**src/rtl/msg_scroll_ctrl.sv**
```systemverilog
// msg_scroll_ctrl: debounced pushbutton / timed auto-advance scroller over a 14-entry segment message ROM
// IDLE -> SHOW idx 0..13 -> GAP (blank) -> SHOW idx 0 ...; outputs are registered.
module msg_scroll_ctrl #(
    parameter int DB_CYCLES = 1000,
    parameter int TICK_BASE = 1000000
) (
    input  logic       clk,
    input  logic       rst_n,
    input  logic       btn,
    input  logic       auto_en,
    input  logic       pause,
    input  logic [1:0] rate,
    input  logic       clr,
    output logic [7:0] seg_out,
    output logic [3:0] idx,
    output logic       wrap
);
    localparam int DW = $clog2(DB_CYCLES) + 1;
    localparam int CW = $clog2(TICK_BASE) + 4;

    typedef enum logic [1:0] {IDLE, SHOW, GAP} state_t;

    state_t          state, state_n;
    logic            s0, s1, acc, acc_q;
    logic [DW-1:0]   db_cnt;
    logic [CW-1:0]   auto_cnt, period_m1;
    logic [1:0]      rate_q;
    logic            btn_step, auto_tick, step, rate_chg;
    logic [3:0]      idx_n;
    logic [7:0]      seg_n;
    logic            wrap_n;

    function automatic logic [7:0] rom(input logic [3:0] i);
        case (i)
            4'd0:  rom = 8'h80;
            4'd1:  rom = 8'h5B;
            4'd2:  rom = 8'h4F;
            4'd3:  rom = 8'h15;
            4'd4:  rom = 8'h7E;
            4'd5:  rom = 8'h0E;
            4'd6:  rom = 8'h5F;
            4'd7:  rom = 8'h3E;
            4'd8:  rom = 8'h0E;
            4'd9:  rom = 8'h5F;
            4'd10: rom = 8'h7E;
            4'd11: rom = 8'h15;
            4'd12: rom = 8'h3E;
            4'd13: rom = 8'h0E;
            default: rom = 8'h00;
        endcase
    endfunction

    // two-flop synchronizer feeding a hold-for-DB_CYCLES debouncer
    always_ff @(posedge clk or negedge rst_n) begin
        if (!rst_n) begin
            {s0, s1, acc, acc_q} <= '0;
            db_cnt <= '0;
        end else begin
            s0    <= btn;
            s1    <= s0;
            acc_q <= acc;
            if (s1 == acc)
                db_cnt <= '0;
            else if (db_cnt == DW'(DB_CYCLES - 1)) begin
                acc    <= s1;
                db_cnt <= '0;
            end else
                db_cnt <= db_cnt + DW'(1);
        end
    end

    assign btn_step  = acc & ~acc_q;
    assign period_m1 = (CW'(TICK_BASE) << rate) - CW'(1);
    assign rate_chg  = rate != rate_q;
    // a freshly changed rate restarts the period instead of ticking against the new limit
    assign auto_tick = auto_en & ~pause & ~rate_chg & (auto_cnt == period_m1);
    assign step      = btn_step | auto_tick;

    always_ff @(posedge clk or negedge rst_n) begin
        if (!rst_n) begin
            auto_cnt <= '0;
            rate_q   <= '0;
        end else begin
            rate_q   <= rate;
            auto_cnt <= (clr | ~auto_en | rate_chg | step) ? '0 :
                        pause ? auto_cnt : auto_cnt + CW'(1);
        end
    end

    always_ff @(posedge clk or negedge rst_n) begin
        if (!rst_n) begin
            state   <= IDLE;
            idx     <= '0;
            seg_out <= '0;
            wrap    <= 1'b0;
        end else begin
            state   <= state_n;
            idx     <= idx_n;
            seg_out <= seg_n;
            wrap    <= wrap_n;
        end
    end

    always_comb begin
        state_n = state;
        idx_n   = idx;
        if (clr) begin
            state_n = IDLE;
            idx_n   = '0;
        end else if (step) begin
            state_n = (state == SHOW && idx == 4'd13) ? GAP : SHOW;
            idx_n   = (state == SHOW) ? ((idx == 4'd13) ? idx : idx + 4'd1) : 4'd0;
        end
    end

    always_comb begin
        seg_n  = (state_n == SHOW) ? rom(idx_n) : 8'h00;
        wrap_n = (state_n == GAP) && (state != GAP);
    end
endmodule

```
**config.mk**
```make
export PLATFORM = sky130hd
export DESIGN_NAME = msg_scroll_ctrl
export DESIGN_NICKNAME = d
export VERILOG_FILES = /design/src/rtl/msg_scroll_ctrl.sv
export SDC_FILE = /design/constraint.sdc
export NUM_CORES = 1
export LEC_CHECK = 0
export ABC_CLOCK_PERIOD_IN_PS = 3670
export BUFFER_PORTS_ARGS = -buffer_cell sky130_fd_sc_hd__buf_2
export CAP_MARGIN = 10
export CORE_MARGIN = 8
export CORE_UTILIZATION = 50
export DETAILED_ROUTE_END_ITERATION = 10
export HOLD_SLACK_MARGIN = 0.1
export MAX_ROUTING_LAYER = met4
export PLACE_DENSITY = 0.7
export SYNTH_ARGS = -nofsm -noshare
export SYNTH_HDL_FRONTEND = slang
export SYNTH_SLANG_ARGS = --single-unit
```
**constraint.sdc**
```tcl
create_clock -name clk -period 3.67 [get_ports clk]
set_input_delay 0.5505 -clock clk [delete_from_list [all_inputs] [get_ports clk]]
set_output_delay 0.5505 -clock clk [all_outputs]
set_load 0.03 [all_outputs]
```
After elaboration in Yosys (flattened, before gate mapping) --
Memory sizes are Yosys's and may differ from the RTL's. Index checks and enable logic that the tools add are counted.
Cells by class: add/sub/neg operators 4, order comparisons 0, reduce and logical (&&, ||, !) cells 3, div/mod/pow operators 0, bitwise operators 13, shifts and indexed selects 1, multiplexer cells 12, equal/unequal tests 10, multiply operators 0
Operators with widths (count):
- $mux W24 | 2
- $add A24 B1 Y24 const B | 1
- $eq A24 B24 Y1 | 1
- $shl A20 B2 Y24 const A | 1
- $sub A24 B2 Y24 const B | 1
- $mux W11 | 2
- $mux W4 | 4
- $add A11 B1 Y11 const B | 1
- $eq A11 B10 Y1 const B | 1
- $mux W8 | 1
- $mux W2 | 3
- $not A1 Y1 | 5
- $add A4 B1 Y4 const B | 1
- $and A1 B1 Y1 | 4
- $eq A2 B1 Y1 const B | 2
- $eq A4 B4 Y1 const B | 1
- $or A1 B1 Y1 | 4
- $eq A2 B2 Y1 const B | 1
- $logic_and A1 B1 Y1 | 2
- $ne A2 B1 Y1 const B | 1
- $ne A2 B2 Y1 | 1
- $ne A2 B2 Y1 const B | 1
- $reduce_and A2 Y1 | 1
- $eq A1 B1 Y1 | 1
Word-level totals: ROM bits 128, logic and storage cells 55, memories kept 1, output and inout bits 13, memory bits (writable) 0, register bits after elaboration 56, bits in latches 0, bits of input ports 8
Memories:
- (no name shown) | words 16, width 8, rd ports 1, clocked after memory_dff 0, wr ports 0, RTL line 34 | case (i)

Depth between registers and ports, before layout --
word-level depth 9, mapped depth 15

Worst setup path before layout --
Ideal clock, no wire load.
kind input to register, start point input rate[0], end point register seg_out[3], setup slack 246 ps, data arrival time 3346 ps, stages 14, path through inv_1 ha_1 nor2b_1 or3_1 a21oi_1 o211ai_4 and2_4 buf_6 o32a_4 or2_4 ha_1 inv_1 mux2_2 a21oi_1
On the way: cells in the longest elaborated chain, start to end 9, elaborated cells on any way between the ends 15
RTL lines:
- from (decl) | RTL line 12 | input logic [1:0] rate,
- $shl A20 B2 Y24 / $ne A2 B2 Y1 (equally long branches) | RTL line 73, 74
- $sub A24 B2 Y24 / $not A1 Y1 (equally long branches) | RTL line 73, 76
- $eq A24 B24 Y1 / $and A1 B1 Y1 (equally long branches) | RTL line 76 | assign auto_tick = auto_en & ~pause & ~rate_chg & (auto_cnt == period_m1);
- $and A1 B1 Y1 * | RTL line 76
- $or A1 B1 Y1 * | RTL line 77 | assign step = btn_step | auto_tick;
- $mux W4 / $mux W2 (equally long branches) | RTL line 110 | end else if (step) begin
- $mux W4 / $mux W2 (equally long branches) | RTL line 107 | if (clr) begin
- $mem_v2 Z16 W8 / $eq A2 B1 Y1 (equally long branches)
- $mux W8 * | RTL line 117 | seg_n = (state_n == SHOW) ? rom(idx_n) : 8'h00;
- to (signal assigned) | RTL line 99 | seg_out <= seg_n;
- to (decl) | RTL line 14 | output logic [7:0] seg_out,
Every way passes the cells marked *; elsewhere a longest branch is shown, timed or not. A chain may end at the register's enable or synchronous reset.

Final worst setup path --
Ends and elaborated chain as after synthesis.

==> results.cfg <==
[status]
run_status = finished, final reports clean

[placed_design]
detailed_place.area_mm2 = 0.00334
finalWeightedCongestion = 0.917
port-buffer-count = 20
numPlacedInstances = 415
detailedPlacementHpwl_mm = 4.50

[pwr]
powerDensity_mw_per_mm2 = 294
switch_pwr_mw = 0.245
comb_power_share_pct = 5.5
peakVddDrop_mv = 0.178
power.sequential.fraction_pct = 60.8
total_leakage_power_nw = 1.56
switching_part_of_the_total_pct = 24.3
clkPwrFrac_pct = 33.7
total_power_mw = 1.01
cellInternalPower_mw = 0.765

[route]
detail-route-antenna-nets = 0
remaining_drc_errors = 0
wirelength_mm = 6.10
drtPass1Iterations = 4
avgRoutedWirePerCell_um = 14.4
drt-vias-per-instance = 5.46
initialDrtViolationCount = 78
routed-via-count = 2310

[global_routing]
initial_antenna_violation_count = 0
pin_count_of_the_biggest_net_entering_global_routing = 43
globalRouteOverflowTotal = 0
grt_pass1_vias = 2353
gr-usage-all-layers_pct = 15.3
global_route_wire_length_before_repair_mm = 10.8

[timing]
fin_crit_sh_pct = 89.7
tns_ps = 0
min_period_ps = 3290
max_clock_freq_ghz = 0.304
relSlewSlack_pct = 39.7
report.final.setup_viol = 0
tightest_slew_ps = 904
clock_skew_ps = 9.63
slew_viol_final = 0
grt_setup_unrepaired = false
report.final.hold_viol_count = 0

[die]
std_cell_rows = 29
die_x_um = 95.4
io-pin-count = 21
die-area_mm2 = 0.00909
die_height_um = 95.4
core_footprint_mm2 = 0.00620
starting_density_of_the_core_pct = 50.8

[cells_and_area]
drive_above_1_share_pct = 14.5
mostFrequentLayoutCells = sky130_fd_sc_hd__dfrtp_1 (55), sky130_fd_sc_hd__nor2_1 (43), sky130_fd_sc_hd__nand2_1 (26)
fillCellCount = 576
areaGrowthSynthToFinish_pct = 9.10
layoutNonFillerInstCount = 423
antenna-diode-count = 0
stdcell_area_mm2 = 0.00344
final_util_pct = 55.4
final_net_count = 369
layout_commonest_cell = sky130_fd_sc_hd__dfrtp_1

[yosys]
synthCells = 321
synth.ff_latch_count = 55
synth-seq-area-share_pct = 43.7
syn_area_mm2 = 0.00315
ys_types = 56
yosys.area.top_type = sky130_fd_sc_hd__dfrtp_1
synth_async_sr_flop_share_pct = 100
synth-edff-count = 0
synth_area_leaders = sky130_fd_sc_hd__dfrtp_1 (44%), sky130_fd_sc_hd__ha_1 (6.4%), sky130_fd_sc_hd__nor2_1 (5.1%)
synth_ff_type = sky130_fd_sc_hd__dfrtp_1
synth.top_cell.area_share_pct = 43.7
postSynthNetCount = 345
yosysWarningCount = 0
post_synth.cell_area_avg_um2 = 9.81

[clocking]
number_of_buffers_created_by_cts = 5
postCtsResizedCells = 0
htree_num_levels = 2
postCtsSetupBuffers = 0
cts_num_sinks = 55
root_driver = sky130_fd_sc_hd__clkbuf_8
cts_tree = done
cts_hold_bufs = 0
clock_tree.buffer_depth = 2
clk_latency_ps = 310
clkSlewWorstSetupHoldPaths_ps = 100

[worst_setup_path]
reg2reg_slack_ps = 600
worst-endpoint-arrival_ps = 3530
crit_required_ps = 3910
worst_setup_path_end_kind = flop
critPathKind = primary input to flop
worstPathMaxFanout = 6
critical_path.startpoint_type = primary input

[min_path]
class_of_the_worst_hold_path = primary input to flop

[run]
drv.max_cap_violation_count = 0
==> layout make-up <==
type                            count  area [µm²]  area share (%)
Clock inverter                      3        25.0           0.728
Tap cell                           77        96.3            2.80
Clock buffer                        5        68.8            2.00
Sequential cell                    55        1380            40.1
Inverter                           16        60.1            1.75
Timing Repair Buffer               25         138            4.01
Multi-Input combinational cell    242        1670            48.7
==> Yosys cell counts, types with 2 or more instances <==
master / number
sky130_fd_sc_hd__a21oi_1: 9
sky130_fd_sc_hd__nand4b_1: 2
sky130_fd_sc_hd__a21boi_0: 2
sky130_fd_sc_hd__nand4_1: 4
sky130_fd_sc_hd__nor4_1: 3
sky130_fd_sc_hd__mux2_2: 3
sky130_fd_sc_hd__a22oi_1: 2
sky130_fd_sc_hd__o21ai_0: 7
sky130_fd_sc_hd__nor2_1: 43
sky130_fd_sc_hd__nand3b_1: 2
sky130_fd_sc_hd__a21o_1: 2
sky130_fd_sc_hd__ha_1: 16
sky130_fd_sc_hd__mux2i_1: 2
sky130_fd_sc_hd__nor3b_1: 3
sky130_fd_sc_hd__inv_1: 14
sky130_fd_sc_hd__and2_1: 2
sky130_fd_sc_hd__nand2b_1: 5
sky130_fd_sc_hd__o22ai_1: 2
sky130_fd_sc_hd__o211ai_1: 3
sky130_fd_sc_hd__nor3_1: 6
sky130_fd_sc_hd__clkbuf_1: 6
sky130_fd_sc_hd__o211a_1: 3
sky130_fd_sc_hd__a31oi_1: 3
sky130_fd_sc_hd__xor2_1: 17
sky130_fd_sc_hd__nor2b_1: 4
sky130_fd_sc_hd__xnor2_1: 15
sky130_fd_sc_hd__and3_1: 10
sky130_fd_sc_hd__and3b_1: 3
sky130_fd_sc_hd__or3_1: 7
sky130_fd_sc_hd__nand2_1: 26
sky130_fd_sc_hd__inv_2: 2
sky130_fd_sc_hd__dfrtp_1: 55
sky130_fd_sc_hd__nand3_1: 14
sky130_fd_sc_hd__or2_2: 2
==> cells by family (layout without fill, tap and decap cells) <==
kind of cell             after synthesis  in the layout  share of synthesized area [%]
AO/OA/AOI/OAI                         45             45                           11.0
buffers and inverters                 24             49                           3.22
XOR/XNOR                              32             32                           8.90
adder cells (fa/ha/maj)               16             16                           6.36
flip-flops                            55             55                           43.7
AND/OR/NAND/NOR                      143            143                           24.4
multiplexers                           6              6                           2.42
==> registers in the layout, summed over array words and instances (netlist names), 2 cells and up <==
signal and count:
auto_cnt 24, db_cnt 11, idx 4, rate_q 2, seg_out 7, state 2
==> critical path: stages <==
cell and delay, ps:
sky130_fd_sc_hd__buf_2 160, sky130_fd_sc_hd__inv_1 110, sky130_fd_sc_hd__ha_1 250, sky130_fd_sc_hd__nor2b_1 170
sky130_fd_sc_hd__or3_1 310, sky130_fd_sc_hd__a21oi_1 150, sky130_fd_sc_hd__buf_4 150, sky130_fd_sc_hd__o211ai_4 80
sky130_fd_sc_hd__and2_4 210, sky130_fd_sc_hd__o32a_4 390, sky130_fd_sc_hd__or2_4 260, sky130_fd_sc_hd__ha_1 290
sky130_fd_sc_hd__inv_1 50, sky130_fd_sc_hd__mux2_2 260, sky130_fd_sc_hd__a21oi_1 140
==> per-stage QoR <==
stage	setup slack [ps]	hold WS (ps)
6_report	379	334
5_1_grt	197	332
4_1_cts	378	326
3_5_place_dp	66.1	350
3_3_place_gp	134	335
2_1_floorplan	246	255
==> layer usage <==
layer / wire, µm / track usage (%) / vias up
li1: - / - / 1152
met5: 0 / - / -
met2: 2760 / 23.0 / 29
met1: 3050 / 20.4 / 1125
met4: 51 / 4.03 / 0
met3: 245 / 3.23 / 4
==> power by group through the flow <==
stage          clock, mW  combinational (mW)  sequential, mW
2_1_floorplan          0              0.0296           0.626
3_3_place_gp           0              0.0554           0.626
3_5_place_dp           0              0.0566           0.626
4_1_cts            0.350              0.0570           0.614
5_1_grt            0.373              0.0637           0.615
6_report           0.340              0.0557           0.614
==> worst paths after layout <==
| check | start | endpoint | cells after the start |
|---|---|---|---|
| setup / recovery | rate[0] | seg_out[3]$_DFF_PN0_ | 15 |
| hold / removal | btn | s0$_DFF_PN0_ | 1 |
| setup reg to reg | rate_q[1]$_DFF_PN0_ | seg_out[3]$_DFF_PN0_ | 11 |
| hold reg to reg | s0$_DFF_PN0_ | s1$_DFF_PN0_ | 0 |
| max in group asynchronous | rst_n | auto_cnt[18]$_DFFE_PN0P_ | 2 |
| min in group asynchronous | rst_n | db_cnt[5]$_DFF_PN0_ | 1 |
Power figures use the tool's default switching activity.
